==> src/rtl/sync_frame_detector_if.sv <==
// sync_frame_detector_if
//   Bus bundle between the bus sampler (master) and the sync frame detector
//   (slave).
//   master drives : dbus, valid, pattern (and mask when PATTERN_MASK_EN)
//   slave drives  : wren, dout, sof, eof, locked, frame_cnt
//   Macro: PATTERN_MASK_EN adds the per-bit sync compare mask.
interface sync_frame_detector_if #(
    parameter int WIDTH    = 16,
    parameter int SYNC_LEN = 2,
    parameter int CNT_W    = 8
);
    logic [WIDTH-1:0]          dbus;
    logic                      valid;
    logic [WIDTH*SYNC_LEN-1:0] pattern;
`ifdef PATTERN_MASK_EN
    logic [WIDTH*SYNC_LEN-1:0] mask;
`endif
    logic                      wren;
    logic [WIDTH-1:0]          dout;
    logic                      sof;
    logic                      eof;
    logic                      locked;
    logic [CNT_W-1:0]          frame_cnt;

`ifdef PATTERN_MASK_EN
    modport master (output dbus, valid, pattern, mask,
                    input  wren, dout, sof, eof, locked, frame_cnt);
    modport slave  (input  dbus, valid, pattern, mask,
                    output wren, dout, sof, eof, locked, frame_cnt);
`else
    modport master (output dbus, valid, pattern,
                    input  wren, dout, sof, eof, locked, frame_cnt);
    modport slave  (input  dbus, valid, pattern,
                    output wren, dout, sof, eof, locked, frame_cnt);
`endif
endinterface

==> src/rtl/sync_frame_detector.sv <==
// sync_frame_detector
//   Hunts a SYNC_LEN-word sync pattern on dbus, then passes PAYLOAD_LEN
//   payload words to the capture memory with a one-cycle registered delay.
//   Ports:
//     clk    - rising-edge clock
//     rst_n  - asynchronous reset, active low
//     bus    - sync_frame_detector_if.slave
//              in : dbus, valid, pattern (word 0 in the low WIDTH bits),
//                   mask (PATTERN_MASK_EN only, 1 = compare this bit)
//              out: wren, dout, sof, eof, locked, frame_cnt (all registered)
//   Macro: PATTERN_MASK_EN enables masked sync compares; undefined means
//   exact equality on every sync word.
module sync_frame_detector #(
    parameter int WIDTH       = 16,
    parameter int SYNC_LEN    = 2,
    parameter int PAYLOAD_LEN = 8,
    parameter int CNT_W       = 8
) (
    input  logic                  clk,
    input  logic                  rst_n,
    sync_frame_detector_if.slave  bus
);
    localparam int IDX_W = $clog2(SYNC_LEN + 1);
    localparam int PC_W  = (PAYLOAD_LEN > 1) ? $clog2(PAYLOAD_LEN) : 1;

    typedef enum logic [1:0] {HUNT, MATCH, PAYLOAD} state_t;

    state_t           state;
    logic [IDX_W-1:0] idx;
    logic [PC_W-1:0]  pcnt;
    logic             wren_q, sof_q, eof_q, locked_q;
    logic [WIDTH-1:0] dout_q;
    logic [CNT_W-1:0] frame_cnt_q;

    // Sync compares: the word currently expected (idx) and word 0, which
    // is needed for the restart rule on a mismatch.
    logic [WIDTH-1:0] pat_idx, pat0, msk_idx, msk0;
    logic             hit_idx, hit0;

    always_comb begin
        pat_idx = bus.pattern[int'(idx) * WIDTH +: WIDTH];
        pat0    = bus.pattern[WIDTH-1:0];
`ifdef PATTERN_MASK_EN
        msk_idx = bus.mask[int'(idx) * WIDTH +: WIDTH];
        msk0    = bus.mask[WIDTH-1:0];
`else
        msk_idx = '1;
        msk0    = '1;
`endif
        hit_idx = ((bus.dbus ^ pat_idx) & msk_idx) == '0;
        hit0    = ((bus.dbus ^ pat0) & msk0) == '0;
    end

    always_ff @(posedge clk or negedge rst_n) begin
        if (!rst_n) begin
            state       <= HUNT;
            idx         <= '0;
            pcnt        <= '0;
            wren_q      <= 1'b0;
            sof_q       <= 1'b0;
            eof_q       <= 1'b0;
            locked_q    <= 1'b0;
            dout_q      <= '0;
            frame_cnt_q <= '0;
        end else begin
            // Strobes are single-cycle; they are only raised by a valid
            // payload word below.
            wren_q <= 1'b0;
            sof_q  <= 1'b0;
            eof_q  <= 1'b0;
            if (bus.valid) begin
                case (state)
                    HUNT: begin
                        if (hit0) begin
                            if (SYNC_LEN == 1) begin
                                state    <= PAYLOAD;
                                locked_q <= 1'b1;
                                idx      <= '0;
                            end else begin
                                state <= MATCH;
                                idx   <= IDX_W'(1);
                            end
                        end
                    end
                    MATCH: begin
                        if (hit_idx) begin
                            if (idx == IDX_W'(SYNC_LEN - 1)) begin
                                state    <= PAYLOAD;
                                locked_q <= 1'b1;
                                idx      <= '0;
                            end else begin
                                idx <= idx + IDX_W'(1);
                            end
                        end else if (hit0) begin
                            // Mismatch that could itself start a new sync run.
                            idx <= IDX_W'(1);
                        end else begin
                            state <= HUNT;
                            idx   <= '0;
                        end
                    end
                    PAYLOAD: begin
                        // No sync compare here: every word is payload,
                        // including one that looks like sync word 0.
                        dout_q <= bus.dbus;
                        wren_q <= 1'b1;
                        sof_q  <= (pcnt == '0);
                        if (pcnt == PC_W'(PAYLOAD_LEN - 1)) begin
                            eof_q       <= 1'b1;
                            state       <= HUNT;
                            locked_q    <= 1'b0;
                            pcnt        <= '0;
                            frame_cnt_q <= frame_cnt_q + CNT_W'(1);
                        end else begin
                            pcnt <= pcnt + PC_W'(1);
                        end
                    end
                    default: begin
                        state    <= HUNT;
                        idx      <= '0;
                        locked_q <= 1'b0;
                    end
                endcase
            end
        end
    end

    assign bus.wren      = wren_q;
    assign bus.dout      = dout_q;
    assign bus.sof       = sof_q;
    assign bus.eof       = eof_q;
    assign bus.locked    = locked_q;
    assign bus.frame_cnt = frame_cnt_q;
endmodule

==> src/flat_wrapper.sv <==
// flat-port wrapper written by rule: the top's interface ports become plain ports
module sync_frame_detector_flat 
#(
    parameter int WIDTH       = 16,
    parameter int SYNC_LEN    = 2,
    parameter int PAYLOAD_LEN = 8,
    parameter int CNT_W       = 8
)
  (clk, rst_n, bus_dbus, bus_valid, bus_pattern, bus_wren, bus_dout, bus_sof, bus_eof, bus_locked, bus_frame_cnt);
  sync_frame_detector_if #(.WIDTH(WIDTH), .SYNC_LEN(SYNC_LEN), .CNT_W(CNT_W)) bus_i ();
  input  logic clk;
  input  logic rst_n;
  input wire logic [$bits(bus_i.dbus)-1:0] bus_dbus;
  input wire logic [$bits(bus_i.valid)-1:0] bus_valid;
  input wire logic [$bits(bus_i.pattern)-1:0] bus_pattern;
  output wire logic [$bits(bus_i.wren)-1:0] bus_wren;
  output wire logic [$bits(bus_i.dout)-1:0] bus_dout;
  output wire logic [$bits(bus_i.sof)-1:0] bus_sof;
  output wire logic [$bits(bus_i.eof)-1:0] bus_eof;
  output wire logic [$bits(bus_i.locked)-1:0] bus_locked;
  output wire logic [$bits(bus_i.frame_cnt)-1:0] bus_frame_cnt;
  assign bus_i.dbus = bus_dbus;
  assign bus_i.valid = bus_valid;
  assign bus_i.pattern = bus_pattern;
  assign bus_wren = bus_i.wren;
  assign bus_dout = bus_i.dout;
  assign bus_sof = bus_i.sof;
  assign bus_eof = bus_i.eof;
  assign bus_locked = bus_i.locked;
  assign bus_frame_cnt = bus_i.frame_cnt;
  sync_frame_detector #(.WIDTH(WIDTH), .SYNC_LEN(SYNC_LEN), .PAYLOAD_LEN(PAYLOAD_LEN), .CNT_W(CNT_W)) u_core (.clk(clk), .rst_n(rst_n), .bus(bus_i));
endmodule
==> config.mk <==
export PLATFORM = sky130hd
export DESIGN_NAME = sync_frame_detector_flat
export DESIGN_NICKNAME = d
export VERILOG_FILES = /design/src/rtl/sync_frame_detector_if.sv /design/src/rtl/sync_frame_detector.sv /design/src/flat_wrapper.sv
export SDC_FILE = /design/constraint.sdc
export NUM_CORES = 1
export LEC_CHECK = 0
export BUFFER_PORTS_ARGS = -buffer_cell sky130_fd_sc_hd__clkbuf_2
export CORE_ASPECT_RATIO = 0.8
export CORE_MARGIN = 2
export CORE_UTILIZATION = 30
export DETAILED_ROUTE_END_ITERATION = 8
export PLACE_DENSITY_LB_ADDON = 0.1
export SLEW_MARGIN = 10
export SYNTH_ARGS = -nofsm -noshare
export SYNTH_HDL_FRONTEND = slang
export SYNTH_SLANG_ARGS = --single-unit
==> constraint.sdc <==
create_clock -name clk -period 2.2 [get_ports clk]
set_input_delay 0.22 -clock clk [delete_from_list [all_inputs] [get_ports clk]]
set_output_delay 0.22 -clock clk [all_outputs]
set_load 0.005 [all_outputs]
==> results.md, run 1 <==
- Summing the areas of all fa, ha and maj instances in the mapped netlist gives under 10% of the synthesized area.
- The share of final-layout standard cells stronger than drive strength 1 is 33.64%.
- The number of port buffers is 78.
- The leakage component of the power is 1.425 nW.
- The worst path uses 106.6% of the clock period.
- The per-instance average area after synthesis is 8.945 µm².
- 0 antenna diodes ended up in the layout.
- The run finished, with violations left.
- Measured on the finished design, the core utilization comes to 41.36%.
- CTS built an H-tree with a depth of 2.
- Setup repair after global routing could not meet its margin everywhere.
- The floorplan step set the die height to between 70 and 80 µm.
- The initial antenna violation count was 0.
- The buffer and inverter count on the worst path is 1.
- The initial core utilization is 30.80%.
- On the final layout, the worst clock skew is 0.007069 ns.
- Traced cell by cell, the critical path runs through buf_12 > mux2i_2 > or3_1 > nand4_1 > or4_4 > o31a_1 > a221o_1.
- The checks that failed: setup timing.
- The top cell types in the final layout, fill and taps aside, are sky130_fd_sc_hd__clkbuf_2 (78), sky130_fd_sc_hd__nand2_1 (59), sky130_fd_sc_hd__dfrtp_1 (34).
- The most instantiated flip-flop cell in the synthesis netlist is sky130_fd_sc_hd__dfrtp_1.
- The number of max-cap violations is 0.
- After the last flow step, the layout net total stands at 381.
- The synthesized netlist occupies a cell area of 0.002102 mm².
- Routability-driven placement finished with a final weighted congestion of a little over 0.8.
- For this run the aggregate overflow at the end of global routing stands at 0.
- Detailed placement ended at an HPWL of approximately 4.8 mm.
- Setup slack on the worst reg-to-reg path comes out at -0.15 ns.
- The post-synthesis sequential element count is 35.
- The mux cell area share after synthesis is 8.155%.
- During synthesis, Yosys emitted a total of 0 warnings.
- The tightest slew margin relative to the limit is between 60% and 70%.
- In this run the remaining antenna-violating nets after routing total 0.
- The worst setup path is launched from a flip-flop.
- In this run the power density over the cells is 498.6 mW/mm².
- The CTS tree is done.
- For this run, the detailed router's first-pass iteration total came to 4.
- The floorplan step defined a core boundary enclosing 0.006824 mm².
- The number of global-route vias before repair is 1942.
- The clock passes through at most 2 buffers.
- The slew at the pin closest to its max-slew limit is approximately 0.47 ns.
- The fmax is 0.4262 GHz.
- The number of instances in the placed design is 402.
- The maximum resistive drop on vdd is ~0.00024 V.
- Entering global routing, the biggest net connects 20 pins.
- In this run, CTS created clock tree buffers numbering 5.
- For the worst setup path, the data arrival time is 2.53 ns.
- The total routed wirelength is around 6.1 mm.
- The count of pins on the block boundary is slightly below 80.
- The first-pass GRT wire length is 9.887 mm.
- The largest incremental delay on the critical path is 0.60 ns.
- Summing the areas of all compound-gate instances in the mapped netlist gives 7.917% of the synthesized area.
- After floorplanning, the core was divided into 27 placement rows.
- Synthesis produced a netlist with a net count of 290.
- The smallest setup slack after layout is -0.1462 ns.
- The final-report setup violation count is 2.
- The total via count in the routed design is 1972.
- The signed area change from the synthesized netlist to the final layout is 34.29%.
- The routed wire length per instance is about 15 µm.
- The shortest period the worst path allows is around 2.3 ns.
- Clock-pin slew was measured on the worst setup and hold paths at 0.08 ns.
- The number of max-slew violations in the final report is 0.
- Counting every instance in the synthesized netlist gives 235.
- The critical path start-end classification is reg -> reg.
- The main combinational cell family by area after synthesis is simple AND/OR/NAND/NOR gates.
- The xor and xnor fraction of the mapped netlist area is 9.583%.
- The global router's overall resource usage is between 15 and 20%.
- The overall power of the completed layout is about 0.0014 W.
- For this run, asynchronously set or reset flops after synthesis account for 100.0%.
- The horizontal extent of the die is 97.59 µm.
- The root buffer cell chosen for the clock tree is sky130_fd_sc_hd__clkbuf_8.
- Grouping stages by cell kind, the critical path spends the most delay in simple AND/OR/NAND/NOR gates.
- In this run the worst path has a maximum fanout of 8.
- The number of DRC markers after the initial detailed-route iteration is 63.
- The die area is 0.007697 mm².
- The most common cell after layout, fill and taps aside is sky130_fd_sc_hd__clkbuf_2.
- The highest-delay cell along the critical path is sky130_fd_sc_hd__or4_4.
- The final number of hold-violating endpoints is 0.
- Counting flops with a built-in enable in the synthesized netlist gives 0.
- Of the total synthesized cell area, the portion taken by AND, OR, NAND and NOR gates is a little over a quarter.
- The type of the most critical hold path is in -> reg.
- The sequential area share after synthesis is 41.67%.
- The synthesized netlist contains 33 unique library cells.
- The worst setup path is captured at a flip-flop.
- The number of sinks on the clock net is 35.
- The required time at the endpoint of the critical path is 2.38 ns.
- The remaining design rule violation count is 0.
- After detailed routing, the number of vias per cell comes to 4.763.
- At the later pin of the worst-skew pair, clock insertion delay measures 0.29 ns.
- For this run, the number of standard cells in the final layout without fillers is 414.
## path summary, 6_finish.rpt
check,start,to,cells past startpoint
max in group asynchronous,rst_n,u_core.bus.dout[2],3
worst max register to register,u_core.idx[0],u_core.idx[0],7
worst max-delay path,u_core.idx[0],u_core.idx[0],7
worst min register to register,u_core.bus.frame_cnt[7],u_core.bus.frame_cnt[7],1
min in group asynchronous,rst_n,u_core.bus.dout[4],2
worst min-delay path,bus_dbus[0],u_core.bus.dout[0],3
## flip-flops by register name, summed over array words and instances, names as in the netlist
| signal | cells |
|---|---|
| u_core.bus.wren | 1 |
| u_core.bus.frame_cnt | 8 |
| u_core.bus.eof | 1 |
| u_core.state | 2 |
| u_core.bus.dout | 16 |
| u_core.bus.locked | 1 |
| u_core.idx | 2 |
| u_core.pcnt | 3 |
| u_core.bus.sof | 1 |
## logic make-up (layout without fill, tap and decap cells)
group,Yosys count,in the layout
simple gates,113,113
flops,35,35
compound gates,28,28
xor+xnor,23,23
mux,17,17
buf+inv,15,107
fa+ha+maj,4,4
## what timing repair did
item | CTS | global route
pin swaps | 0 | 1
endpoints found under the setup margin | 3 | 4
setup buffers | 1 | 1
cloned | 0 | 1
hold buffers | 1 | 0
hold endpoints to repair | 15 | 0
resized for setup | 1 | 6
## cell type report
type	instances	area (µm²)
fill	726	4001
multi-input combinational	185	1166
sequential	35	877.1
timing repair buffer	93	535.5
tap	87	108.9
clock buffer	5	68.82
clock inverter	3	43.79
inverter	6	22.52
## synth_stat cells (4+ instances only)
| library cell | number | area share [%] |
|---|---|---|
| sky130_fd_sc_hd__mux2i_1 | 16 | 7.6 |
| sky130_fd_sc_hd__xor2_1 | 11 | 4.6 |
| sky130_fd_sc_hd__clkbuf_1 | 7 | 1.3 |
| sky130_fd_sc_hd__or3_1 | 16 | 4.8 |
| sky130_fd_sc_hd__nor2_1 | 6 | 1.1 |
| sky130_fd_sc_hd__ha_1 | 4 | 2.4 |
| sky130_fd_sc_hd__nor4_1 | 7 | 2.1 |
| sky130_fd_sc_hd__nand4_1 | 11 | 3.3 |
| sky130_fd_sc_hd__dfrtp_1 | 35 | 42 |
| sky130_fd_sc_hd__o21ai_0 | 17 | 4.0 |
| sky130_fd_sc_hd__inv_1 | 6 | 1.1 |
| sky130_fd_sc_hd__nand2_1 | 59 | 11 |
| sky130_fd_sc_hd__xnor2_1 | 12 | 5.0 |
| sky130_fd_sc_hd__nand3_1 | 4 | 0.95 |
## layer usage
layer	global-route usage, %	wire (µm)	up-vias
li1	-	-	1003
met1	22.33	3025	927
met2	26.14	2722	38
met3	4.313	280	4
met4	3.750	44	0
met5	0	0	-
## per-stage QoR
stage | setup TNS, ns | area, µm² | hold slack [ns] | setup WS, ns
CTS | -0.1414 | 2775 | 0.1658 | -0.09938
global route | -0.6472 | 2823 | 0.1835 | -0.1957
floorplan | 0 | 2102 | -0.07559 | 0.05649
finish | -0.2262 | 2823 | 0.1717 | -0.1462
global placement | -0.06520 | 2639 | 0.1965 | -0.04141
detailed placement | -0.1712 | 2639 | 0.1900 | -0.08924
## power by group
| part | switching, W | internal, W |
|---|---|---|
| Combinational | 0.0000909 | 0.0000765 |
| Sequential | 0.0000000715 | 0.000643 |
| Clock | 0.000260 | 0.000338 |
## worst register-to-register path, cell delays in order (launching register included)
cell                      delay [ns]
sky130_fd_sc_hd__dfrtp_2        0.44
sky130_fd_sc_hd__buf_12         0.15
sky130_fd_sc_hd__mux2i_2        0.24
sky130_fd_sc_hd__or3_1          0.14
sky130_fd_sc_hd__nand4_1        0.15
sky130_fd_sc_hd__or4_4          0.61
sky130_fd_sc_hd__o31a_1         0.26
sky130_fd_sc_hd__a221o_1        0.25
No activity file was read; power rests on OpenSTA's default activity.
==> run 2: changes to the inputs <==
BUFFER_PORTS_ARGS = -buffer_cell sky130_fd_sc_hd__buf_2   (was -buffer_cell sky130_fd_sc_hd__clkbuf_2)
CAP_MARGIN = 20   (was default)
==> results.md, run 2 (synthesis results as in run 1) <==
- The area growth from synthesis to layout is 31.96%.
- The number of core rows was 27 (unchanged).
- The fraction of the core area covered by cells at the end of the flow is 40.65% (-0.71 points).
- The setup TNS is -0.2188 ns (+0.007376 ns).
- The post-detailed-route count of antenna-violating nets is 0 (unchanged).
- The clock transition at the registers of the reported paths is 0.07 ns (about the same).
- The total of hold buffers inserted after clock tree synthesis is 0 (-1).
- The run finished, with violations left.
- CTS placed an instance of sky130_fd_sc_hd__clkbuf_8 at the clock tree root.
- The met1 routed wirelength after detailed routing is 3.058 mm (+1.1%).
- The die extent in y is 78.87 µm (unchanged).
- The tightest slew margin relative to the limit is 44.53% (-24 points).
- The floorplan core area came to 0.006824 mm² (unchanged).
- The remaining design rule violation count is 0 (unchanged).
- The shortest period the worst path allows is 2.313 ns (-0.03276 ns).
- The die area is 0.007697 mm² (unchanged).
- Routed signal wires occupy layers up through met4.
- The routed wire length per instance came to 14.78 µm (+0.79%).
- The total length of routed met2 wires came to 2.618 mm (-3.8%).
- The global router's overall resource usage is 16.56% (+0.21 points).
- The depth of the worst register-to-register path is 7 (unchanged).
- In this run the worst hold path is classified as in -> async.
- The number of DRC markers after the initial detailed-route iteration is 50 (-21%).
- The smallest setup slack after layout is -0.1135 ns (+0.03276 ns).
- The first-pass iteration count of the detailed router came to 6 (+2).
- The placer congestion estimate is 0.7875 (-5.2%).
- The routed length on met3 is 318 µm (+14%).
- The initial antenna violation count is 0 (unchanged).
- The maximum buffer depth of the clock tree came to 2 (unchanged).
- The overall power of the completed layout is 0.001282 W (-8.9%).
- The maximum resistive drop on vdd came to 0.0002006 V (-18%).
- The number of buffers created by CTS came to 5 (unchanged).
- The count of pins on the block boundary was 79 (unchanged).
- The slew at the pin closest to its max-slew limit was 0.8320 ns (+0.3619 ns).
- STA classifies the critical path endpoint as a flip-flop.
- The total overflow reported by the global router is 0 (unchanged).
- The largest fanout on the critical path is 7 (-1).
- The number of port buffers is 78 (unchanged).
- The library cells used most frequently in the layout, excluding fill and tap cells, are sky130_fd_sc_hd__buf_2 (78), sky130_fd_sc_hd__nand2_1 (59), sky130_fd_sc_hd__dfrtp_1 (34).
- The checks that failed: setup timing.
- The fmax is 0.4323 GHz (+1.4%).
- The critical path start-end classification is reg -> reg.
- The number of flip-flops under the largest register name is 16 (unchanged).
- The worst-skew pair later-pin latency came to 0.28 ns (about the same).
- The total via count in the routed design is 1963 (-0.46%).
- The total routed wirelength is 6.046 mm (-0.43%).
- The HPWL after detailed placement was 4.587 mm (-3.7%).
- The share of the cycle needed by the critical path after routing is 105.2% (-1.5 points).
- The number of sinks on the clock net is 35 (unchanged).
- The share of final-layout standard cells stronger than drive strength 1 was 32.92% (-0.72 points).
- The most common cell after layout, fill and taps aside is sky130_fd_sc_hd__buf_2.
- The horizontal extent of the die is 97.59 µm (unchanged).
- The CTS tree is done.
- The number of max-cap violations came to 0 (unchanged).
- The startpoint identified for the worst register-to-register timing path is u_core.idx[0].
- The required time at the endpoint of the critical path is 2.37 ns (about the same).
- The number of max-slew violations in the final report is 0 (unchanged).
- The total inserted antenna cells is 0 (unchanged).
- The first-pass GRT wire length is 9.894 mm (about the same).
- The final-report setup violation count is 3 (+1).
- The data arrival time of the critical path is 2.48 ns (-0.05 ns).
- The nature of the critical path startpoint is a flip-flop.
- In this run the worst setup path begins at u_core.idx[0].
- The leakage component of the power was 1.417 nW (-0.53%).
- The final clock skew is 0.003443 ns (-0.003625 ns).
- The number of levels in the clock H-tree is 2 (unchanged).
- The initial core utilization is 30.80% (unchanged).
- The number of global-route vias before repair is 1909 (-1.7%).
- The final number of hold-violating endpoints is 0 (unchanged).
- The number of nets at the end of the flow was 377 (-1.0%).
- The pin count of the biggest net entering global routing is 36 (+80%).
- Setup repair after global routing could not meet its margin everywhere.
- The worst hold margin is 0.02692 ns (-0.1448 ns).
- The cell area power density was 462.2 mW/mm² (-7.3%).
- The post-placement setup slack is -0.06965 ns (+0.01959 ns).
- The detail-routed via count per cell is 4.800 (+0.76%).
-- run 2: changes by cell type in the layout (fill, tap and decap cells not counted), sizes merged --
cell	delta
clkinv	-1
clkbuf	-77
buf	+75
dlygate4sd3	-1
bufinv	-1
-- run 2: through the flow --
stage                     cell area (µm²)  instances
after detailed placement             2616        399
after floorplan                      2102        235
after global placement               2616        399
after global routing                 2774        409
after CTS                            2733        407
final                                2774        409
-- run 2: worst paths after layout --
| check | endpoint | slack (ns) |
|---|---|---|
| max in group asynchronous | u_core.idx[0] | 1.61 |
| min reg2reg | u_core.bus.frame_cnt[7] | 0.46 |
| min in group clk | u_core.bus.dout[6] | 0.18 |
| max reg2reg | u_core.idx[0] | -0.11 |
| max | u_core.idx[0] | -0.11 |
| min | u_core.bus.dout[4] | 0.03 |
-- run 2: power breakdown --
part	leakage, nW	switching (W)	internal, W
sequential	0.477	0.0000000703	0.000643
clock	0.0470	0.000229	0.000246
combinational	0.893	0.0000909	0.0000737
total	1.42	0.000320	0.000963
-- run 2: per-layer routing --
| layer | track usage [%] | vias up |
|---|---|---|
| li1 | - | 995 |
| met1 | 23.83 | 909 |
| met2 | 24.90 | 52 |
| met3 | 4.137 | 7 |
| met4 | 4.306 | 0 |
| met5 | 0 | - |
-- run 2: area by class of cell --
| class | instances | area [µm²] |
|---|---|---|
| Inverter | 6 | 22.52 |
| Multi-Input combinational cell | 185 | 1175 |
| Timing Repair Buffer | 89 | 503.0 |
| Fill cell | 709 | 4050 |
| Sequential cell | 35 | 877.1 |
| Clock buffer | 6 | 82.58 |
| Clock inverter | 1 | 5.005 |
| Tap cell | 87 | 108.9 |
-- run 2: timing repair --
action / CTS / global route
setup buffers: 0 / 2
resized for setup: 2 / 8
pin swaps: 1 / 0
endpoints found under the setup margin: 3 / 4
cloned: 1 / 0
-- run 2: critical path, cell delays in order, from the launching register on --
cell and delay (ns):
sky130_fd_sc_hd__dfrtp_2 0.43, sky130_fd_sc_hd__clkbuf_16 0.18, sky130_fd_sc_hd__mux2i_2 0.22, sky130_fd_sc_hd__or3_1 0.13, sky130_fd_sc_hd__nand4_1 0.13, sky130_fd_sc_hd__or4_4 0.59, sky130_fd_sc_hd__o31a_1 0.25, sky130_fd_sc_hd__a221o_1 0.25
==> run 3: changes to the inputs <==
SETUP_SLACK_MARGIN = 0.4   (was default)
==> results.md, run 3 (synthesis results as in run 1) <==
- The share of the cycle needed by the critical path after routing came to 103.2% (-1.9 points).
- The share of final-layout standard cells stronger than drive strength 1 was 35.35% (+2.4 points).
- The cell area power density is 496.4 mW/mm² (+7.4%).
- The count of pins on the block boundary is 79 (unchanged).
- The HPWL after detailed placement is 4.601 mm (+0.32%).
- The number of nets at the end of the flow came to 385 (+2.1%).
- The first-pass iteration count of the detailed router came to 4 (-2).
- The detail-routed via count per cell is 4.773 (-0.56%).
- The first-pass GRT wire length is 9.901 mm (about the same).
- The number of global-route vias before repair is 1918 (+0.47%).
- The worst-skew pair later-pin latency was 0.29 ns (about the same).
- The total inserted antenna cells is 0 (unchanged).
- The worst setup path is launched from a flip-flop.
- The data arrival time of the critical path is 2.45 ns (-0.03 ns).
- The largest fanout on the critical path is 18 (+11).
- The die extent in y is 78.87 µm (unchanged).
- The flow ran to the end, but the final reports show violations.
- The CTS tree is done.
- The maximum buffer depth of the clock tree is 2 (unchanged).
- The type of the most critical hold path is in -> async.
- The slew at the pin closest to its max-slew limit is 0.8416 ns (+0.009571 ns).
- The most common cell after layout, fill and taps aside is sky130_fd_sc_hd__buf_2.
- The die area is 0.007697 mm² (unchanged).
- The number of levels in the clock H-tree is 2 (unchanged).
- The post-detailed-route count of antenna-violating nets is 0 (unchanged).
- The floorplan core area is 0.006824 mm² (unchanged).
- The leakage component of the power is 1.460 nW (+3.0%).
- The startpoint identified for the worst register-to-register timing path is u_core.idx[0].
- The tightest slew margin relative to the limit is 43.89% (-0.64 points).
- The routed wire length per instance is 14.78 µm (about the same).
- The horizontal extent of the die is 97.59 µm (unchanged).
- The total of hold buffers inserted after clock tree synthesis was 0 (unchanged).
- The worst hold margin is 0.02144 ns (-0.005486 ns).
- The total via count in the routed design is 1995 (+1.6%).
- The number of max-cap violations is 0 (unchanged).
- The final number of hold-violating endpoints is 0 (unchanged).
- The number of filler cells placed in the layout came to 717 (+1.1%).
- The number of core rows was 27 (unchanged).
- The pin count of the biggest net entering global routing was 36 (unchanged).
- The global router's overall resource usage is 16.35% (-0.21 points).
- The initial antenna violation count was 0 (unchanged).
- STA classifies the critical path endpoint as a flip-flop.
- The signed area change from the synthesized netlist to the final layout is 36.61%.
- The slowest stage of the critical path belongs to the cell sky130_fd_sc_hd__or4_4.
- The start point of the critical path is u_core.idx[0].
- The final clock skew is 0.008730 ns (+0.005286 ns).
- The post-placement setup slack is -0.03287 ns (+0.03679 ns).
- The largest incremental delay on the critical path was 0.56 ns (-0.03 ns).
- Setup repair after global routing could not meet its margin everywhere.
- The number of DRC markers after the initial detailed-route iteration is 74 (+48%).
- The number of max-slew violations in the final report is 0 (unchanged).
- The clock transition at the registers of the reported paths was 0.08 ns (about the same).
- The remaining design rule violation count is 0 (unchanged).
- The required time at the endpoint of the critical path was 2.38 ns (about the same).
- The number of buffers created by CTS is 5 (unchanged).
- The smallest setup slack after layout was -0.07137 ns (+0.04208 ns).
- The fmax is 0.4403 GHz (+1.9%).
- The number of sinks on the clock net is 35 (unchanged).
- The maximum resistive drop on vdd came to 0.0002304 V (+15%).
- The final-report setup violation count was 2 (-1).
- Walking the worst path, the cells encountered are buf_12 > mux2i_1 > or3_1 > nand4_1 > or4_4 > o31a_1 > a221o_1.
- Leaving out fill and tap cells, the most frequent cells in the layout are sky130_fd_sc_hd__buf_2 (78), sky130_fd_sc_hd__nand2_1 (59), sky130_fd_sc_hd__dfrtp_1 (35).
- The shortest period the worst path allows was 2.271 ns (-0.04208 ns).
- The critical path start-end classification is reg -> reg.
- The initial core utilization came to 30.80% (unchanged).
- The number of flip-flops under the largest register name is 16 (unchanged).
- The total routed wirelength came to 6.177 mm (+2.2%).
- The clock root buffer is sky130_fd_sc_hd__clkbuf_8.
- The placer congestion estimate is 0.8123 (+3.1%).
- The total overflow reported by the global router is 0 (unchanged).
- The number of port buffers was 78 (unchanged).
- The final reports fail on setup timing.
## run 3: per-stage QoR
| step | util [%] | instances | area [µm²] | setup TNS, ns | total power, W |
|---|---|---|---|---|---|
| 6_report | 42.08 | 418 | 2872 | -0.07935 | 0.001425 |
| 5_1_grt | 42.08 | 418 | 2872 | -0.4794 | 0.001494 |
| 4_1_cts | 40.56 | 411 | 2768 | -0.07671 | 0.001442 |
| 3_5_place_dp | 38.87 | 403 | 2653 | -0.06389 | 0.0008259 |
| 3_3_place_gp | 38.87 | 403 | 2653 | 0 | 0.0008256 |
| 2_1_floorplan | - | 235 | 2108 | 0 | 0.0007230 |
## run 3: what timing repair did
item / in CTS / in global routing
pin swaps: 0 / 2
resized for setup: 1 / 9
setup buffers: 0 / 7
endpoints found under the setup margin: 7 / 10
## run 3: cell type report
cell class	instances	area [µm²]	area share (%)
sequential	35	875.8	30.50
timing repair buffer	97	549.3	19.13
multi-input combinational	185	1199	41.74
tap	87	108.9	3.791
clock inverter	3	43.79	1.525
inverter	6	26.28	0.9150
clock buffer	5	68.82	2.397
## run 3: where the power goes
group	leakage, nW	internal (W)	total (W)	switching, W
Sequential	0.479	0.000643	0.000643	0.0000000357
Clock	0.0581	0.000338	0.000607	0.000269
Combinational	0.923	0.0000796	0.000176	0.0000962
Total	1.46	0.00106	0.00143	0.000365
## run 3: worst max-delay path, delay by kind of cell (launching register included)
| family | cells | cell delay, ns |
|---|---|---|
| multiplexers | 1 | 0.21 |
| AND/OR/NAND/NOR | 3 | 0.86 |
| AO/OA/AOI/OAI | 2 | 0.51 |
| buffers and inverters | 1 | 0.19 |
| flip-flops | 1 | 0.38 |
## run 3: routing by layer
metal / part of all wire, % / GRT usage, %
met5: 0 / 0
met4: 1.0 / 4.444
met3: 4.9 / 4.313
met2: 43 / 24.21
met1: 51 / 23.62
## run 3: path summary, 6_finish.rpt
kind | end | slack, ns | cells past startpoint
setup / recovery | u_core.idx[0] | -0.07 | 7
hold / removal | u_core.bus.dout[4] | 0.02 | 1
setup reg to reg | u_core.idx[0] | -0.07 | 7
hold reg to reg | u_core.bus.frame_cnt[7] | 0.47 | 1
max in group asynchronous | u_core.bus.sof | 1.63 | 1
min in group clk | u_core.bus.dout[15] | 0.17 | 3
